<file path="src/rtl/sine_rom_sched.sv">
// Round-robin scheduler that time-shares one quarter-wave sine ROM among NUM_CH phase accumulators.
// Optional build macro SINE_SCHED_PRIO_EN: channel 0, when enabled, wins every grant.
module sine_rom_sched #(
  parameter int unsigned NUM_CH  = 4,
  parameter int unsigned PHASE_W = 5,
  parameter int unsigned STEP_W  = 3,
  localparam int unsigned CH_W   = $clog2(NUM_CH)
) (
  input  logic                     clock,
  input  logic                     reset_n,
  input  logic [NUM_CH-1:0]        ch_en,
  input  logic [NUM_CH*STEP_W-1:0] step,
  output logic [2:0]               rom_addr,
  input  logic [3:0]               rom_data,
  output logic [3:0]               sample,
  output logic [CH_W-1:0]          sample_ch,
  output logic                     sample_valid,
  input  logic                     sample_ready
);

  typedef enum logic [1:0] {IDLE, LOOKUP, PRESENT} state_t;

  state_t             state;
  logic [PHASE_W-1:0] phase [NUM_CH];
  logic [CH_W-1:0]    rr_ptr;
  logic [CH_W-1:0]    grant;

  logic               accept_c;
  logic [CH_W-1:0]    next_ptr_c;
  logic [CH_W-1:0]    base_c;
  logic [CH_W-1:0]    pick_c;
  logic               found_c;
  int unsigned        idx_c;
  logic [PHASE_W-1:0] nphase_c [NUM_CH];

  // Mirror the quarter-wave address on the second and fourth quadrants
  function automatic logic [2:0] fold(input logic [PHASE_W-1:0] p);
    return p[2:0] ^ {3{p[3]}};
  endfunction

  assign accept_c   = (state == PRESENT) && sample_ready;
  assign next_ptr_c = (grant == CH_W'(NUM_CH - 1)) ? '0 : grant + CH_W'(1);
  assign base_c     = accept_c ? next_ptr_c : rr_ptr;

  // Cyclic search for the first enabled channel starting at the pointer in effect this cycle
  always_comb begin
    found_c = 1'b0;
    pick_c  = '0;
    idx_c   = 0;
    for (int unsigned k = 0; k < NUM_CH; k++) begin
      idx_c = 32'(base_c) + k;
      if (idx_c >= NUM_CH) idx_c = idx_c - NUM_CH;
      if (!found_c && ch_en[idx_c[CH_W-1:0]]) begin
        found_c = 1'b1;
        pick_c  = idx_c[CH_W-1:0];
      end
    end
`ifdef SINE_SCHED_PRIO_EN
    if (ch_en[0]) begin
      found_c = 1'b1;
      pick_c  = '0;
    end
`else
`endif
  end

  // Phase seen after this edge; the new grant's address must use it when a channel re-grants itself
  always_comb begin
    for (int unsigned i = 0; i < NUM_CH; i++) begin
      nphase_c[i] = phase[i];
      if (accept_c && grant == CH_W'(i))
        nphase_c[i] = phase[i] + PHASE_W'(step[i*STEP_W +: STEP_W]);
      if (!ch_en[i])
        nphase_c[i] = '0;
    end
  end

  always_ff @(posedge clock) begin
    if (!reset_n) begin
      state        <= IDLE;
      for (int unsigned i = 0; i < NUM_CH; i++) phase[i] <= '0;
      rr_ptr       <= '0;
      grant        <= '0;
      rom_addr     <= '0;
      sample       <= '0;
      sample_ch    <= '0;
      sample_valid <= 1'b0;
    end else begin
      for (int unsigned i = 0; i < NUM_CH; i++) phase[i] <= nphase_c[i];
      case (state)
        IDLE: begin
          if (found_c) begin
            grant    <= pick_c;
            rom_addr <= fold(nphase_c[pick_c]);
            state    <= LOOKUP;
          end
        end
        LOOKUP: begin
          sample       <= rom_data ^ {4{phase[grant][PHASE_W-1]}};
          sample_ch    <= grant;
          sample_valid <= 1'b1;
          state        <= PRESENT;
        end
        PRESENT: begin
          if (sample_ready) begin
            rr_ptr       <= next_ptr_c;
            sample_valid <= 1'b0;
            if (found_c) begin
              grant    <= pick_c;
              rom_addr <= fold(nphase_c[pick_c]);
              state    <= LOOKUP;
            end else begin
              state <= IDLE;
            end
          end
        end
        default: state <= IDLE;
      endcase
    end
  end

endmodule
</file>
<file path="config.mk">
export PLATFORM = sky130hd
export DESIGN_NAME = sine_rom_sched
export DESIGN_NICKNAME = d
export VERILOG_FILES = /design/src/rtl/sine_rom_sched.sv
export SDC_FILE = /design/constraint.sdc
export NUM_CORES = 1
export LEC_CHECK = 0
export CAP_MARGIN = 10
export CELL_PAD_IN_SITES_DETAIL_PLACEMENT = 1
export CELL_PAD_IN_SITES_GLOBAL_PLACEMENT = 2
export CORE_MARGIN = 2
export CORE_UTILIZATION = 30
export CTS_BUF_LIST = sky130_fd_sc_hd__clkbuf_16
export CTS_CLUSTER_DIAMETER = 100
export DETAILED_ROUTE_END_ITERATION = 10
export PLACE_DENSITY = 0.82
export SLEW_MARGIN = 5
export SYNTH_ARGS = -nofsm -noshare
export SYNTH_HDL_FRONTEND = slang
export SYNTH_SLANG_ARGS = --single-unit
</file>
<file path="constraint.sdc">
create_clock -name clock -period 2.2 [get_ports clock]
set_input_delay 0.33 -clock clock [delete_from_list [all_inputs] [get_ports clock]]
set_output_delay 0.33 -clock clock [all_outputs]
set_load 0.02 [all_outputs]
</file>
==> flow_summary.json, run 1 <==
{
  "status": "finished clean",
  "nets": 423,
  "portBuffers": 32,
  "n_antenna_cell": 0,
  "core_region_area_mm2": 0.00818,
  "cp_top_family": "compound AO/OA/AOI/OAI gates",
  "cap_violations": 0,
  "fp.dieArea_mm2": 0.00917,
  "dr.first_iter.drc_count": 66,
  "clock_latency_ns": 0.28,
  "drive_gt1_share_pct": 33.6,
  "slew_headroom_pct": 69.1,
  "ant_nets": 0,
  "grt_util_all_layers_pct": 17.8,
  "fin_crit_ns": 2.11,
  "synth_area_leader_cell": "dfxtp_1",
  "worst-r2r-cell-count": 7,
  "drc": 0,
  "maxSlewViolCount": 0,
  "end_kind": "register",
  "fmax_ghz": 0.473,
  "worst-path-max-fanout": 5,
  "finalCoreUtilization_pct": 46.6,
  "firstDrtPassIters": 4,
  "p_per_area_mw_per_mm2": 489,
  "syn_inst": 287,
  "ys.flop_type": "dfxtp_1",
  "critPathLaunchType": "input pin",
  "syn-num-nets": 330,
  "start_util_pct": 30.9,
  "grt_overflow": 0,
  "synth_most_common_cell": "dfxtp_1",
  "grt_pass1_wl_um": 12500,
  "tns_ns": 0,
  "leakage_nw": 1.57,
  "grt_pass1_vias": 2543,
  "avgRoutedWirePerCell_um": 16.8,
  "hp-class": "reg2reg",
  "cp_slowest_cell": "clkdlybuf4s50_1",
  "synth_area_mm2": 0.00253,
  "io_pins": 33,
  "synth_seq_area_share_pct": 30.1,
  "totalWireLength_um": 8140,
  "clk_pin_slew_ns": 0.06,
  "critPathArrivalTime_ns": 2.31,
  "cpPeakStageDelay_ns": 0.40,
  "crit_required_ns": 2.40,
  "yosys_warnings": 0,
  "cts_buffer_depth": 2,
  "cts_made_buffers": 5,
  "hold_depth": 1,
  "synth_top_area_share_pct": 30.1,
  "setup_violations": 0,
  "num_rows": 33,
  "path_buf_inv": 2,
  "cp.depth": 9,
  "cts.sinks": 38,
  "finalPower_w": 0.00187,
  "worstSetupPathType": "in2reg",
  "fin_crit_sh_pct": 96.0,
  "finalHoldViolCount": 0,
  "vdd_drop_max_uv": 244,
  "gp_congestion": 0.851,
  "vias_per_cell": 5.20,
  "worstMarginPinSlew_ns": 0.462,
  "grt_max_degree": 13,
  "crit_chain": "clkdlybuf4s50_1 > ha_1 > buf_4 > nand3_1 > a21boi_0 > o31ai_1 > xor2_1 > nand3_1 > a211oi_2",
  "num_vias": 2525,
  "fillers": 967,
  "chipHeight_um": 95.8,
  "yosysUniqueCellTypes": 47,
  "die_x_um": 95.8,
  "synth_top_cells_by_area": "dfxtp_1, ha_1, a21oi_1, xnor2_1, xor2_1",
  "cp_common_cell": "nand3_1",
  "root_buffer": "clkbuf_16",
  "clock_skew_ns": 0.00449,
  "synthTopCellsByCount": "dfxtp_1, a21oi_1, nand2_1",
  "tritoncts": "built",
  "synth_edf_count": 0,
  "htree_levels": 2,
  "antenna_found_initial": 0,
  "syn_avg_cell_area_um2": 8.80,
  "area_growth_pct": 50.9,
  "synthArstFlopShare_pct": 0,
  "rsz0062_at_grt": "true",
  "dp_hpwl_um": 6050,
  "ys_ff_latch": 38
}
-- sequential cells by signal, indices dropped and copies added, names as in the netlist, named ones only --
| signal | count |
|---|---|
| phase | 20 |
| rr_ptr | 2 |
| sample | 4 |
| sample_ch | 2 |
| state | 2 |
| sample_valid | 1 |
| rom_addr | 3 |
| grant | 2 |
-- kinds of logic (layout without fill, tap and decap cells) --
kind of cell               count (synthesis)  in the layout  share of synthesized area [%]
DFF                                       38             38                           30.1
AOI/OAI and AO/OA                         87             87                           23.6
xor gates and xnor gates                  25             25                           8.67
and+or+nand+nor                           91             91                           19.3
adders and majority gates                 20             20                           11.1
buffers and inverters                     18            112                           3.37
muxes                                      8              8                           3.86
-- worst paths after layout --
| check | startpoint | end | slack [ns] |
|---|---|---|---|
| setup / recovery | step[8] | rom_addr[0]$_SDFFE_PN0P_ | 0.09 |
| setup reg to reg | phase[0][0]$_SDFF_PN0_ | rom_addr[1]$_SDFFE_PN0P_ | 0.10 |
| hold / removal | sample[2]$_SDFFE_PN0P_ | sample[2]$_SDFFE_PN0P_ | 0.49 |
| hold reg to reg | sample[2]$_SDFFE_PN0P_ | sample[2]$_SDFFE_PN0P_ | 0.49 |
-- where the power goes --
| part | total (W) | leakage (nW) | switching (W) | internal [W] |
|---|---|---|---|---|
| clock network | 0.000693 | 0.0724 | 0.000283 | 0.000410 |
| registers | 0.000741 | 0.311 | 0.0000237 | 0.000717 |
| logic | 0.000432 | 1.19 | 0.000209 | 0.000223 |
| total | 0.00187 | 1.57 | 0.000516 | 0.00135 |
-- metrics by stage --
| stage | worst slack, ns | std cells | hold slack, ns | instance area, um^2 |
|---|---|---|---|---|
| detailed placement | -0.465 | 476 | 0.487 | 3400 |
| global placement | -0.430 | 476 | 0.482 | 3400 |
| CTS | 0.00368 | 484 | 0.500 | 3620 |
| global route | -0.0260 | 486 | 0.523 | 3810 |
| finish | 0.0874 | 486 | 0.495 | 3810 |
| floorplan | 0.163 | 287 | 0.457 | 2530 |
-- layer usage --
layer / GRT usage (%) / part of all wire, %
met2: 32.5 / 53
met1: 21.5 / 43
met4: 5.24 / 1.4
met5: 0 / 0
met3: 2.82 / 2.5
-- repair_timing --
item                       in CTS  in global routing
cloned                          0                  0
buffers inserted                0                  3
pin swaps                      15                 28
setup endpoints to repair       5                  7
hold buffers                    0                  0
gates resized for setup        26                 38
-- cell type report --
type	instances	area [um^2]	area share (%)
multi-input cells	231	1930	50.6
repair buffers	98	823	21.6
flip-flops and latches	38	769	20.2
well taps	105	131	3.45
clock buffers	5	125	3.28
inverters	6	22.5	0.591
clock inverters	3	12.5	0.328
-- cell usage in the layout, fill, tap and decap left out, drive strengths merged, types with 6 or more instances in the layout --
cell            n
a211oi         13
a21oi          27
and2            7
buf            66
clkdlybuf4s50  26
dfxtp          38
ha             16
inv             7
mux2i           6
nand2          22
nand3          13
nor2           17
o21ai          11
o31ai           8
xnor2          13
xor2           12
Power figures use the tool's default switching activity.
==> run 2, diff against run 1 <==
--- a/config.mk
+++ b/config.mk
@@ -18,3 +18,4 @@
 export SYNTH_ARGS = -nofsm -noshare
 export SYNTH_HDL_FRONTEND = slang
 export SYNTH_SLANG_ARGS = --single-unit
+export TNS_END_PERCENT = 1
==> results of run 2 <==
Final layout, timing and power as in run 1 (identical DEF).
